### src/rtl/equiv_pkg.sv
// Shared types and helpers for the exhaustive equivalence checker.
// Latency: n/a (declarations only).
// Backpressure: n/a.
package equiv_pkg;

  typedef enum logic [1:0] {
    ST_IDLE = 2'd0,
    ST_RUN  = 2'd1,
    ST_DONE = 2'd2
  } state_t;

  // Width of the dwell counter: enough bits for 0..dwell-1, never zero bits.
  function automatic int ctr_w(input int dwell);
    return (dwell <= 1) ? 1 : $clog2(dwell);
  endfunction

endpackage

### src/rtl/equiv_sweep_ctr.sv
// Dwell counter plus stimulus counter; flags the compare cycle and the last vector.
// Latency: cmp_now/last_vec are combinational from the counter registers.
// Backpressure: en low freezes both counters; clr zeroes them and wins over en.
module equiv_sweep_ctr #(
  parameter int IN_W  = 2,
  parameter int DWELL = 10
) (
  input  logic            clk,
  input  logic            rst,
  input  logic            clr,
  input  logic            en,
  output logic [IN_W-1:0] stim,
  output logic            cmp_now,
  output logic            last_vec
);
  import equiv_pkg::*;

  localparam int            CW       = ctr_w(DWELL);
  localparam logic [CW-1:0] LAST_CNT = CW'(DWELL - 1);

  logic [CW-1:0] dwell_cnt;

  // cmp_now is not gated by en so the owner can use it to decide whether to advance.
  assign cmp_now  = (dwell_cnt == LAST_CNT);
  assign last_vec = (stim == {IN_W{1'b1}});

  // Count dwell cycles; on the final one step to the next vector.
  always_ff @(posedge clk) begin
    if (rst || clr) begin
      dwell_cnt <= '0;
      stim      <= '0;
    end else if (en) begin
      if (cmp_now) begin
        dwell_cnt <= '0;
        stim      <= stim + IN_W'(1);
      end else begin
        dwell_cnt <= dwell_cnt + CW'(1);
      end
    end
  end

endmodule

### config.mk
export PLATFORM = sky130hd
export DESIGN_NAME = equiv_sweep_ctr
export DESIGN_NICKNAME = d
export VERILOG_FILES = /design/src/rtl/equiv_pkg.sv /design/src/rtl/equiv_sweep_ctr.sv
export SDC_FILE = /design/constraint.sdc
export NUM_CORES = 1
export LEC_CHECK = 0
export ABC_AREA = 1
export CAP_MARGIN = 15
export CORE_AREA = 2 2 39 41
export CTS_BUF_LIST = sky130_fd_sc_hd__clkbuf_8
export DETAILED_ROUTE_END_ITERATION = 8
export DIE_AREA = 0 0 41 43
export HOLD_SLACK_MARGIN = 0.05
export MAX_ROUTING_LAYER = met4
export SKIP_CTS_REPAIR_TIMING = 1
export SLEW_MARGIN = 15
export SYNTH_ARGS = -nofsm -noshare
export SYNTH_HDL_FRONTEND = slang
export SYNTH_SLANG_ARGS = --single-unit
### constraint.sdc
create_clock -name clk -period 0.9 [get_ports clk]
set_input_delay 0.225 -clock clk [delete_from_list [all_inputs] [get_ports clk]]
set_output_delay 0.225 -clock clk [all_outputs]
set_load 0.02 [all_outputs]
Word level (Yosys, flattened, before mapping)
Cells that the tools add are included.
{ "op_classes": {"n_addsub": 2, "eq_ne": 2, "n_mux": 1, "n_reduce_logical": 2} }
{ "op_table": {"columns": ["op", "n"], "rows": [
  ["4-bit by 1-bit adder with 4-bit output, second input constant", 1],
  ["4-bit == test, second input constant", 1],
  ["4-bit 2-to-1 mux", 1],
  ["2-bit by 1-bit adder with 2-bit output, second input constant", 1],
  ["2-bit == test, second input constant", 1],
  ["2-bit AND reduction", 1],
  ["1-bit logical OR", 1]
]} }
{ "word_totals": {"regBits": 6, "elab_cells": 9} }

Depth between registers and ports, before layout
{ "depth": {"word_depth": 2, "depth_mapped": 5} }

Worst setup path before layout
No wires, ideal clock.
{ "synth_path": {"kind": "register to register", "startpoint": "reg stim[0]", "endpoint": "reg stim[1]", "setup_ns": 0.115, "arrival_ns": 0.918, "required_ns": 0.785, "slack_ns": -0.133, "stages_incl_launch_ff": 6, "path_buffers": 0, "synth_period_minus_slack_ns": 1.033, "path_cell_list": "dfxtp_1 -> ha_1 -> inv_1 -> nand3_1 -> nand2_1 -> nor2_1"} }
{ "synth_between": {"elab_chain_cells": 1} }
{ "synth_lines": {"columns": ["item", "line", "source"], "rows": [
  ["start, declared", "equiv_sweep_ctr.sv:12", "output logic [IN_W-1:0] stim,"],
  ["start signal, assigned", "equiv_sweep_ctr.sv:35", "stim <= stim + IN_W'(1);"],
  ["2-bit by 1-bit adder with 2-bit output", "equiv_sweep_ctr.sv:35", null]
]} }
No other way between the ends.
A chain may end at the register's enable or synchronous reset.

Worst setup path after layout
{ "layout_path": {"startpoint": "reg dwell_cnt[2]", "endpoint": "out cmp_now"} }
{ "layout_between": {"elab_chain_cells": 1} }
{ "layout_lines": {"columns": ["item", "line", "source"], "rows": [
  ["start, declared", "equiv_sweep_ctr.sv:21", "logic [CW-1:0] dwell_cnt;"],
  ["start signal, assigned", "equiv_sweep_ctr.sv:37", "dwell_cnt <= dwell_cnt + CW'(1);"],
  ["4-bit == test", "equiv_sweep_ctr.sv:24", "assign cmp_now = (dwell_cnt == LAST_CNT);"],
  ["end, declared", "equiv_sweep_ctr.sv:13", "output logic cmp_now,"]
]} }
No other way between the ends.

==> metrics.md <==
| Metric | Value |
|---|---|
| Status | complete, but fails checks |
| Violated checks | setup timing |
| Max VDD drop | approximately 600 uV |
| Initial cell density of the core | 0.218 |
| Flop and latch count out of synthesis | 6 |
| Worst Path Required | 0.67 ns |
| Nets | 67 |
| Chip width | about 40 um |
| Multi-input logic area | 218 um2 |
| Crit-path max FO | 2 |
| CTS Buf Count | 3 |
| RD Place Congestion | about 0.8 |
| Final hold vios | 0 |
| Final HPWL DP | 565 um |
| Mean area per synthesized cell | approximately 7 um2 |
| DP Worst Slack | -0.486 ns |
| Dominant synthesized flop cell | dfxtp_1 |
| Core footprint | between 1000 and 1500 um2 |
| Area fraction of the dominant cell type after synthesis | 0.398 |
| Most frequent cell after synthesis | nand2_1 |
| Endpoints failing setup | 7 |
| Drc violations | 0 |
| Rel. slew slack | 0.843 |
| Io pins | 8 |
| CTS Buffer Depth | 2 |
| Max-cap violation count | 0 |
| Synth area leaders | dfxtp_1, nand2_1, nor2_1 |
| Non-Filler Instances | 77 |
| Worst-Margin Slew | 0.235 ns |
| Total GRT Usage | 0.112 |
| Final worst slack | -0.192 ns |
| Share of cells above drive strength 1 | 0.590 |
| Worst Clk Skew | slightly below 0.007 ns |
| Clock-pin transition on the worst setup and hold timing paths | 0.04 ns |
| Reg2Reg Depth | 6 |
| Htree depth | 1 |
| Placed cells | 72 |
| Worst hold path stage count | 4 |
| First-pass GRT wire length | between 1 and 1.5 mm |
| FF/Latch Area | 133 um2 |
| Critical Path AT | around 0.87 ns |
| Rows | 14 |
| Wirelength per Cell | between 10 and 15 um |
| Post-synth EDFFs | 0 |
| Cells after Synth | 43 |
| Tmin final | 1.09 ns |
| Vias in the first global route | a little under 300 |
| DRT Wirelength | 785 um |
| Seq/Total Area, Yosys | 0.398 |
| Full die area | 1760 um2 |
| Port bufs | 7 |
| Commonest cells post-synth | nand2_1, dfxtp_1, nor2_1 |
| Synth-to-Final Area Change | 90.0% |
| Post-Synthesis Cell Area | 302 um2 |
| Worst R2R End | dwell_cnt[3] |
| Hold Crit Start | clr |
| Critical path type | register to output pin |
| Fin crit share | 1.21 |
| Initial antenna violation count | 0 |
| # diodes | 0 |
| LEAKAGE | 0.000251 uW |
| Worst min-delay path endpoint | stim[1] |
| Startpoint class of the critical path | register |
| TritonCTS Sinks | 6 |
| CTS tree | done |
| Pwr/cell area | 1320 nW/um2 |
| RR Startpoint | dwell_cnt[0] |
| R2r setup slk | -0.09 ns |
| CP Capture Type | output pin |
| Root Buffer | clkbuf_8 |
| Post-route ant nets | 0 |
| Yosys cell types | 14 |
| Post-synth top area cell | dfxtp_1 |
| Pin count of the biggest net entering global routing | 7 |
| DR iter-0 viols | 2 |
| Power Total | 755 uW |
| GRT overflow | 0 |
| Vias per cell | 4.30 |
| Worst Hold Class | input pin to register |
| Synth Warn # | 0 |
| Total number of vias | 331 |
| Post-Syn Nets | between 40 and 50 |
| Fmax | about 920 MHz |
| Setup TNS | -0.701 ns |
| Ys async rst share | 0 |
| Clock latency at the later pin of the worst-skew pair | 0.23 ns |
| RSZ-0062 raised after global routing | true |
| Fillers | 141 |
| Die height | between 40 and 50 um |
| Slew Limit Fails | 0 |
| DR pass1 iterations | 4 |
## worst max path at each step
stage                      start  endpoint  cells after the start
global route        dwell_cnt[1]   cmp_now                      4
detailed placement  dwell_cnt[2]   cmp_now                      4
floorplan                stim[1]   stim[1]                      5
CTS                 dwell_cnt[2]   cmp_now                      4
finish              dwell_cnt[2]   cmp_now                      4
global placement    dwell_cnt[2]   cmp_now                      4
## layout by cell type, fill, tap and decap left out
cell type	netlist	routed
nand2_4	0	2
nand2_2	1	1
ha_4	0	1
nand4_1	1	1
nor2_1	6	5
inv_2	1	3
dlymetal6s2s_1	0	3
inv_1	5	4
nand3_2	0	2
nand2_1	10	8
dfxtp_2	0	4
clkbuf_8	0	3
buf_4	0	7
dfxtp_4	0	2
o21ai_1	0	1
a21oi_2	1	2
a21oi_1	3	2
buf_6	0	4
nor2_4	1	4
nor2_2	3	1
nand3_1	3	1
## routing by layer
layer,wire length [um],GRT usage
met2,386,0.153
met3,42,0.0157
met1,329,0.135
met5,0,-
met4,27,0.100
## layout make-up
type / instances / area share
Clock inverter: 1 / 0.00655
Timing Repair Buffer: 14 / 0.236
Clock buffer: 3 / 0.0721
Multi-Input combinational cell: 31 / 0.380
Tap cell: 16 / 0.0349
Inverter: 6 / 0.0393
Sequential cell: 6 / 0.231
## worst max-delay path, stage by stage (launching register included)
cell	delay [ns]
dfxtp_2	0.31
inv_2	0.07
nand2_4	0.06
nor2_4	0.08
buf_6	0.11
## report_power, final
part | leakage [uW] | internal [uW] | switching [uW] | total [uW]
logic | 0.000172 | 25.1 | 28.7 | 53.8
registers | 0.0000520 | 265 | 2.27 | 267
clock network | 0.0000269 | 295 | 139 | 434
## cells by family (layout without fill, tap and decap cells)
| group | Yosys count | after routing | share of synthesized area |
|---|---|---|---|
| and+or+nand+nor | 25 | 25 | 0.390 |
| DFF | 6 | 6 | 0.398 |
| buffers and inverters | 6 | 24 | 0.0747 |
| AOI/OAI and AO/OA | 5 | 5 | 0.0954 |
| adders and majority gates | 1 | 1 | 0.0415 |
## stage by stage
stage	hold slack, ns	utilization	instance area, um2
3_3_place_gp	0.502	0.334	462
4_1_cts	0.526	0.366	507
3_5_place_dp	0.516	0.334	462
5_1_grt	0.349	0.414	573
2_1_floorplan	0.381	-	327
6_report	0.318	0.414	573
## sequential cells by signal, summed over array words and instances, names as in the netlist
name       cells
stim           2
dwell_cnt      4
Note: power is estimated with default switching activity, not from simulation.
